File: src/rtl/uart_sys_pkg.sv
`default_nettype none
// ============================================================================
// Module      : uart_sys_pkg
// Description : Shared controller states, command bytes and operand addresses.
// Revision    : 1.0
// ============================================================================
package uart_sys_pkg;

    typedef enum logic [3:0] {
        IDLE     = 4'd0,
        WR_ADDR  = 4'd1,
        WR_DATA  = 4'd2,
        RD_ADDR  = 4'd3,
        RD_WAIT  = 4'd4,
        ALU_A    = 4'd5,
        ALU_B    = 4'd6,
        ALU_F    = 4'd7,
        ALU_WAIT = 4'd8,
        SEND_LO  = 4'd9,
        SEND_HI  = 4'd10
    } state_t;

    localparam logic [7:0] CMD_RF_WR   = 8'hAA;
    localparam logic [7:0] CMD_RF_RD   = 8'hBB;
    localparam logic [7:0] CMD_ALU_OP  = 8'hCC;
    localparam logic [7:0] CMD_ALU_NOP = 8'hDD;

    localparam int unsigned OPA_ADDR = 0;
    localparam int unsigned OPB_ADDR = 1;

    function automatic logic is_alu_cmd(input logic [7:0] cmd);
        return (cmd == CMD_ALU_OP) || (cmd == CMD_ALU_NOP);
    endfunction

endpackage
`default_nettype wire

File: src/rtl/cmd_tx_sender.sv
`default_nettype none
// ============================================================================
// Module      : cmd_tx_sender
// Description : Response byte sequencing towards the TX FIFO with FIFO_FULL
//               backpressure (low byte first, then optional high byte).
// Revision    : 1.0
// ============================================================================
module cmd_tx_sender #(
    parameter int DATA_WIDTH = 8
) (
    input  logic                    clk,
    input  logic                    rst,
    input  logic                    i_send_lo,
    input  logic                    i_send_hi,
    input  logic [2*DATA_WIDTH-1:0] i_result,
    input  logic                    i_fifo_full,
    output logic [DATA_WIDTH-1:0]   o_tx_p_data,
    output logic                    o_tx_d_vld,
    output logic                    o_sent
);

    logic [DATA_WIDTH-1:0] w_byte;
    logic [DATA_WIDTH-1:0] r_tx_p_data;
    logic                  r_tx_d_vld;

    assign w_byte = i_send_hi ? i_result[2*DATA_WIDTH-1:DATA_WIDTH]
                              : i_result[DATA_WIDTH-1:0];

    // A byte leaves in the first send cycle where the FIFO has room.
    assign o_sent = (i_send_lo | i_send_hi) & ~i_fifo_full;

    always_ff @(posedge clk or posedge rst) begin
        if (rst) begin
            r_tx_p_data <= '0;
            r_tx_d_vld  <= 1'b0;
        end else begin
            r_tx_d_vld <= o_sent;
            if (o_sent) begin
                r_tx_p_data <= w_byte;
            end
        end
    end

    assign o_tx_p_data = r_tx_p_data;
    assign o_tx_d_vld  = r_tx_d_vld;

endmodule
`default_nettype wire

File: src/rtl/uart_cmd_ctrl.sv
`default_nettype none
// ============================================================================
// Module      : uart_cmd_ctrl
// Description : UART command-frame decoder driving register file, ALU and
//               TX FIFO. Optional inter-byte timeout: CMD_TIMEOUT_EN.
// Revision    : 1.0
// ============================================================================
module uart_cmd_ctrl
    import uart_sys_pkg::*;
#(
    parameter int          DATA_WIDTH  = 8,
    parameter int          ADDR_WIDTH  = 4,
    parameter int          FUN_WIDTH   = 4,
    parameter logic [15:0] TIMEOUT_CYC = 16'd5000
) (
    input  logic                    CLK,
    input  logic                    RST,
    input  logic [DATA_WIDTH-1:0]   RX_P_DATA,
    input  logic                    RX_D_VLD,
    input  logic [DATA_WIDTH-1:0]   RF_RD_DATA,
    input  logic                    RF_RD_VLD,
    input  logic [2*DATA_WIDTH-1:0] ALU_OUT,
    input  logic                    ALU_OUT_VLD,
    input  logic                    FIFO_FULL,
    output logic [ADDR_WIDTH-1:0]   RF_ADDR,
    output logic                    RF_WR_EN,
    output logic                    RF_RD_EN,
    output logic [DATA_WIDTH-1:0]   RF_WR_DATA,
    output logic                    ALU_EN,
    output logic [FUN_WIDTH-1:0]    ALU_FUN,
    output logic                    CLK_GATE_EN,
    output logic [DATA_WIDTH-1:0]   TX_P_DATA,
    output logic                    TX_D_VLD
);

    state_t r_state, w_next_state;

    logic [7:0]              w_cmd;
    logic                    w_sent;
    logic                    w_timeout;
    logic                    w_frame_wait;

    logic [ADDR_WIDTH-1:0]   r_rf_addr,     w_rf_addr;
    logic                    r_rf_wr_en,    w_rf_wr_en;
    logic                    r_rf_rd_en,    w_rf_rd_en;
    logic [DATA_WIDTH-1:0]   r_rf_wr_data,  w_rf_wr_data;
    logic                    r_alu_en,      w_alu_en;
    logic [FUN_WIDTH-1:0]    r_alu_fun,     w_alu_fun;
    logic                    r_clk_gate_en, w_clk_gate_en;
    logic [2*DATA_WIDTH-1:0] r_result,      w_result;
    logic                    r_two_byte,    w_two_byte;

    assign w_cmd = 8'(RX_P_DATA);

    always_comb begin
        w_frame_wait = 1'b0;
        case (r_state)
            WR_ADDR, WR_DATA, RD_ADDR, ALU_A, ALU_B, ALU_F: w_frame_wait = 1'b1;
            default:                                        w_frame_wait = 1'b0;
        endcase
    end

`ifdef CMD_TIMEOUT_EN
    logic [15:0] r_timeout_cnt;

    always_ff @(posedge CLK or posedge RST) begin
        if (RST) begin
            r_timeout_cnt <= '0;
        end else if (RX_D_VLD || !w_frame_wait) begin
            r_timeout_cnt <= '0;
        end else begin
            r_timeout_cnt <= r_timeout_cnt + 16'd1;
        end
    end

    // Fires on the TIMEOUT_CYC-th silent cycle; a byte arriving that cycle still wins.
    assign w_timeout = w_frame_wait && !RX_D_VLD
                       && (r_timeout_cnt == TIMEOUT_CYC - 16'd1);
`else
    logic w_unused_timeout;
    assign w_unused_timeout = ^TIMEOUT_CYC;
    assign w_timeout        = 1'b0;
`endif

    always_ff @(posedge CLK or posedge RST) begin
        if (RST) begin
            r_state <= IDLE;
        end else begin
            r_state <= w_next_state;
        end
    end

    always_comb begin
        w_next_state = r_state;
        case (r_state)
            IDLE: begin
                if (RX_D_VLD) begin
                    case (w_cmd)
                        CMD_RF_WR:   w_next_state = WR_ADDR;
                        CMD_RF_RD:   w_next_state = RD_ADDR;
                        CMD_ALU_OP:  w_next_state = ALU_A;
                        CMD_ALU_NOP: w_next_state = ALU_F;
                        default:     w_next_state = IDLE;
                    endcase
                end
            end
            WR_ADDR:  if (RX_D_VLD)    w_next_state = WR_DATA;
            WR_DATA:  if (RX_D_VLD)    w_next_state = IDLE;
            RD_ADDR:  if (RX_D_VLD)    w_next_state = RD_WAIT;
            RD_WAIT:  if (RF_RD_VLD)   w_next_state = SEND_LO;
            ALU_A:    if (RX_D_VLD)    w_next_state = ALU_B;
            ALU_B:    if (RX_D_VLD)    w_next_state = ALU_F;
            ALU_F:    if (RX_D_VLD)    w_next_state = ALU_WAIT;
            ALU_WAIT: if (ALU_OUT_VLD) w_next_state = SEND_LO;
            SEND_LO:  if (w_sent)      w_next_state = r_two_byte ? SEND_HI : IDLE;
            SEND_HI:  if (w_sent)      w_next_state = IDLE;
            default:                   w_next_state = IDLE;
        endcase
        if (w_timeout) begin
            w_next_state = IDLE;
        end
    end

    always_comb begin
        w_rf_addr     = r_rf_addr;
        w_rf_wr_en    = 1'b0;
        w_rf_rd_en    = 1'b0;
        w_rf_wr_data  = r_rf_wr_data;
        w_alu_en      = 1'b0;
        w_alu_fun     = r_alu_fun;
        w_clk_gate_en = r_clk_gate_en;
        w_result      = r_result;
        w_two_byte    = r_two_byte;
        case (r_state)
            IDLE: begin
                if (RX_D_VLD && is_alu_cmd(w_cmd)) begin
                    w_clk_gate_en = 1'b1;
                end
            end
            WR_ADDR: begin
                if (RX_D_VLD) begin
                    w_rf_addr = RX_P_DATA[ADDR_WIDTH-1:0];
                end
            end
            WR_DATA: begin
                if (RX_D_VLD) begin
                    w_rf_wr_en   = 1'b1;
                    w_rf_wr_data = RX_P_DATA;
                end
            end
            RD_ADDR: begin
                if (RX_D_VLD) begin
                    w_rf_addr  = RX_P_DATA[ADDR_WIDTH-1:0];
                    w_rf_rd_en = 1'b1;
                end
            end
            RD_WAIT: begin
                if (RF_RD_VLD) begin
                    w_result   = {{DATA_WIDTH{1'b0}}, RF_RD_DATA};
                    w_two_byte = 1'b0;
                end
            end
            ALU_A, ALU_B: begin
                if (RX_D_VLD) begin
                    w_rf_addr    = (r_state == ALU_A) ? ADDR_WIDTH'(OPA_ADDR)
                                                      : ADDR_WIDTH'(OPB_ADDR);
                    w_rf_wr_en   = 1'b1;
                    w_rf_wr_data = RX_P_DATA;
                end
            end
            ALU_F: begin
                if (RX_D_VLD) begin
                    w_alu_fun = RX_P_DATA[FUN_WIDTH-1:0];
                    w_alu_en  = 1'b1;
                end
            end
            ALU_WAIT: begin
                if (ALU_OUT_VLD) begin
                    w_result      = ALU_OUT;
                    w_two_byte    = 1'b1;
                    w_clk_gate_en = 1'b0;
                end
            end
            default: begin
            end
        endcase
        if (w_timeout) begin
            w_clk_gate_en = 1'b0;
        end
    end

    always_ff @(posedge CLK or posedge RST) begin
        if (RST) begin
            r_rf_addr     <= '0;
            r_rf_wr_en    <= 1'b0;
            r_rf_rd_en    <= 1'b0;
            r_rf_wr_data  <= '0;
            r_alu_en      <= 1'b0;
            r_alu_fun     <= '0;
            r_clk_gate_en <= 1'b0;
            r_result      <= '0;
            r_two_byte    <= 1'b0;
        end else begin
            r_rf_addr     <= w_rf_addr;
            r_rf_wr_en    <= w_rf_wr_en;
            r_rf_rd_en    <= w_rf_rd_en;
            r_rf_wr_data  <= w_rf_wr_data;
            r_alu_en      <= w_alu_en;
            r_alu_fun     <= w_alu_fun;
            r_clk_gate_en <= w_clk_gate_en;
            r_result      <= w_result;
            r_two_byte    <= w_two_byte;
        end
    end

    cmd_tx_sender #(
        .DATA_WIDTH (DATA_WIDTH)
    ) u_cmd_tx_sender (
        .clk         (CLK),
        .rst         (RST),
        .i_send_lo   (r_state == SEND_LO),
        .i_send_hi   (r_state == SEND_HI),
        .i_result    (r_result),
        .i_fifo_full (FIFO_FULL),
        .o_tx_p_data (TX_P_DATA),
        .o_tx_d_vld  (TX_D_VLD),
        .o_sent      (w_sent)
    );

    assign RF_ADDR     = r_rf_addr;
    assign RF_WR_EN    = r_rf_wr_en;
    assign RF_RD_EN    = r_rf_rd_en;
    assign RF_WR_DATA  = r_rf_wr_data;
    assign ALU_EN      = r_alu_en;
    assign ALU_FUN     = r_alu_fun;
    assign CLK_GATE_EN = r_clk_gate_en;

endmodule
`default_nettype wire

File: config.mk
export PLATFORM = sky130hd
export DESIGN_NAME = uart_cmd_ctrl
export DESIGN_NICKNAME = d
export VERILOG_FILES = /design/src/rtl/uart_sys_pkg.sv /design/src/rtl/cmd_tx_sender.sv /design/src/rtl/uart_cmd_ctrl.sv
export SDC_FILE = /design/constraint.sdc
export NUM_CORES = 1
export LEC_CHECK = 0
export BUFFER_PORTS_ARGS = -buffer_cell sky130_fd_sc_hd__buf_2
export CORE_MARGIN = 1
export CORE_UTILIZATION = 47
export DETAILED_ROUTE_END_ITERATION = 6
export PLACE_DENSITY = 0.79
export REMOVE_ABC_BUFFERS = 1
export SYNTH_ARGS = -nofsm -noshare
export SYNTH_HDL_FRONTEND = slang
export SYNTH_SLANG_ARGS = --single-unit
File: constraint.sdc
create_clock -name CLK -period 1.6 [get_ports CLK]
set_input_delay 0.08 -clock CLK [delete_from_list [all_inputs] [get_ports CLK]]
set_output_delay 0.08 -clock CLK [all_outputs]
set_load 0.01 [all_outputs]
==> key figures <==
Cells and area
  • Nets: about 340
  • Post-route insts no fill: about 370
  • Layout Utilization: 0.6681
  • Number of diodes: 0
  • Area delta synth->final: 34.15%
  • Layout cells sized above 1: 0.4560
  • Commonest non-fill, non-tap cell in the layout: buf_2
  • Commonest cells after routing, fill and taps aside: buf_2, dfrtp_1, mux2i_1, buf_4

Power
  • Pwr Total: between 5 and 6 mW
  • Power density cells: around 1700 nW/um^2
  • Leak: 1.564 nW
  • Maximum vdd drop: roughly 0.00078 V

Floorplanning
  • Boundary Pins: 67
  • FP Rows: 25
  • CORE AREA: approximately 4800 sq um
  • Die W: roughly 74 microns
  • Die area: ~5400 sq um
  • Initial core utilization: 0.4981
  • Die height: 73.68 microns

Route
  • Routed met2 length: ~2.9 mm
  • DRC viols: 0
  • DR vias/cell: between 5 and 6
  • Initial drt markers: 158
  • M1 wire length: approximately 2.8 mm
  • Wirelength per Cell: between 15 and 20 microns
  • Met3 Routed Length: approximately 260 microns
  • Final WL: 6.152 mm
  • DRT Pass-1 Iters: 4
  • Uppermost routed layer: met4
  • Post-DRT Antenna Nets: 0
  • Vias: approximately 2000

Timing
  • RSZ-0062 raised after global routing: yes
  • Max Freq: between 600 and 700 MHz
  • Tcrit/Tclk final: 1.019
  • Fin. max-slew vios: 0
  • Clk_skew: approximately 7.9 ps
  • Setup-failing EPs final: 9
  • Final Hold Vio Count: 0
  • Slack of the critical path: -31.15 ps
  • Min Tclk post-route: between 1500 and 2000 ps
  • Slew @ Worst Pin: between 500 and 600 ps
  • Slew margin rel.: 0.6571

Synthesis
  • Syn_area_per_cell: 11.50 sq um
  • Flip-flop and latch count after synthesis: 50
  • Synth warnings: 0
  • Async S/R FF share, synth: 1.000
  • Post-synth EDFFs: 0
  • Main flop type after synthesis: dfrtp_1
  • Synth top area share: 0.5181
  • Synthesized cell area: 2415 sq um
  • Synth area leaders: dfrtp_1, mux2_2, mux2i_1
  • Synth area leader: dfrtp_1
  • Mapped Cells: between 200 and 250
  • Synth cell types: 44
  • Post-synthesis sequential area ratio: 0.5181

Worst setup path
  • Crit. End Element: register
  • CP Data Required Time: 1790 ps
  • Kind of critical path: register to register
  • Max incr delay on CP: 460 ps
  • CP most frequent cell: o21ai_0
  • Critical Path AT: roughly 1800 ps
  • Worst path slowest cell: dfrtp_2
  • Critical path, cell by cell: buf_6, buf_4, and3b_1, o21ai_0, o21ai_0, a221o_1
  • Worst-path fanout max: 8
  • Startpoint types: register

Placement
  • Detailed placer's ending HPWL: approximately 4 mm
  • Gpl congestion: roughly 0.87
  • Port Buffer Count: between 60 and 70
  • Placed insts: roughly 350

Clock network
  • CTS Buffer Depth: 2
  • CTS H-tree lvls: 2
  • CTS Buf Count: 5
  • CTS tree: built
  • Worst-path clk slew: 90 ps
  • Clk root buf: clkbuf_8
  • Clk sinks: 50
  • Worst-Skew Late Latency: ~310 ps

Status
  • Violated checks: negative setup slack
  • Status: finished, violations left

Global routing
  • Global-route wire length before repair: 8.507 mm
  • Vias in the first global route: about 1800
  • Antenna violations before repair: 0
  • Largest net degree at the start of global routing: 29
  • GR Overflow Total: 0
  • Overall Global Routing Usage: 0.2081

Flow run
  • Max cap viols: 0

Hold path
  • Worst hold path type: input pin to register
power breakdown:
group          internal [mW]  switching, mW
logic                   1.30           1.21
registers               1.78          0.372
clock network          0.349          0.404
total                   3.43           1.99
registers in the layout (all words and copies together) (netlist names):
register and flops:
ALU_EN 1, ALU_FUN 4, CLK_GATE_EN 1, RF_ADDR 4, RF_RD_EN 1, RF_WR_DATA 8, RF_WR_EN 1, r_result 16
r_state 4, r_two_byte 1, u_cmd_tx_sender.o_tx_d_vld 1, u_cmd_tx_sender.o_tx_p_data 8
metrics by stage:
stage                     setup slack, ps  area [sq um]  hold slack [ps]  setup TNS, ps
after CTS                          -8.230          3059           0.4763         -8.230
after floorplan                    -989.6          2316            165.0         -17770
final                              -31.15          3239            1.191         -89.98
after global placement             -49.64          2904            137.9         -399.8
after global routing               -88.78          3239          -0.7659          -1086
after detailed placement           -81.27          2904            140.7          -1233
cell families after synthesis:
| logic type | count (synthesis) | share of synthesized area |
|---|---|---|
| xor gates and xnor gates | 3 | 0.01088 |
| buffers and inverters | 17 | 0.04715 |
| DFF | 50 | 0.5181 |
| muxes | 35 | 0.1539 |
| AOI/OAI and AO/OA | 43 | 0.1233 |
| and+or+nand+nor | 62 | 0.1466 |
layer usage:
metal / track usage / vias up
li1: - / 946
met1: 0.3031 / 985
met2: 0.3048 / 74
met3: 0.03567 / 18
met4: 0.08974 / 0
met5: 0 / -
final cells by class:
type	count	area, sq um
clock buffer	7	86.33
clock inverter	1	5.005
fill	358	1609
inverter	4	15.01
multi-input combinational	143	1129
sequential	50	1256
tap	67	83.83
timing repair buffer	102	664.4
Yosys cell counts (4+ instances only):
| cell type | count |
|---|---|
| buf_4 | 4 |
| a21oi_1 | 8 |
| nor2_1 | 15 |
| o21ai_0 | 8 |
| a22o_1 | 8 |
| nor4bb_1 | 4 |
| nor2b_1 | 6 |
| nand2_1 | 14 |
| buf_2 | 4 |
| mux2_2 | 17 |
| mux2i_1 | 18 |
| dfrtp_1 | 50 |
| o21ai_1 | 8 |
| buf_6 | 4 |
path summary, 6_finish.rpt:
kind	startpoint	end	slack [ps]	depth (start not counted)
min in group asynchronous	RST	u_cmd_tx_sender.o_tx_p_data[0]	350	3
worst min register to register	u_cmd_tx_sender.o_tx_p_data[5]	u_cmd_tx_sender.o_tx_p_data[5]	480	2
max in group asynchronous	RST	r_state[0]	700	4
worst min-delay path	ALU_OUT[9]	r_result[9]	1	2
worst max register to register	r_state[2]	r_state[2]	-30	6
worst max-delay path	r_state[2]	r_state[2]	-30	6
critical path, delay by kind of cell, from the launching register on:
kind / cells / cell delay (ps)
compound gates: 3 / 650
flops: 1 / 460
buf+inv: 2 / 240
simple gates: 1 / 170
timing repair:
action                                  4_1_cts  5_1_grt
hold buffers                                  5        2
endpoints found under the setup margin       34       35
endpoints found under the hold margin        26        2
setup buffers                                 0        8
cloned                                        0        2
gates resized for setup                       7       28
pin swaps                                     0        2
(Power assumes the default switching activity.)
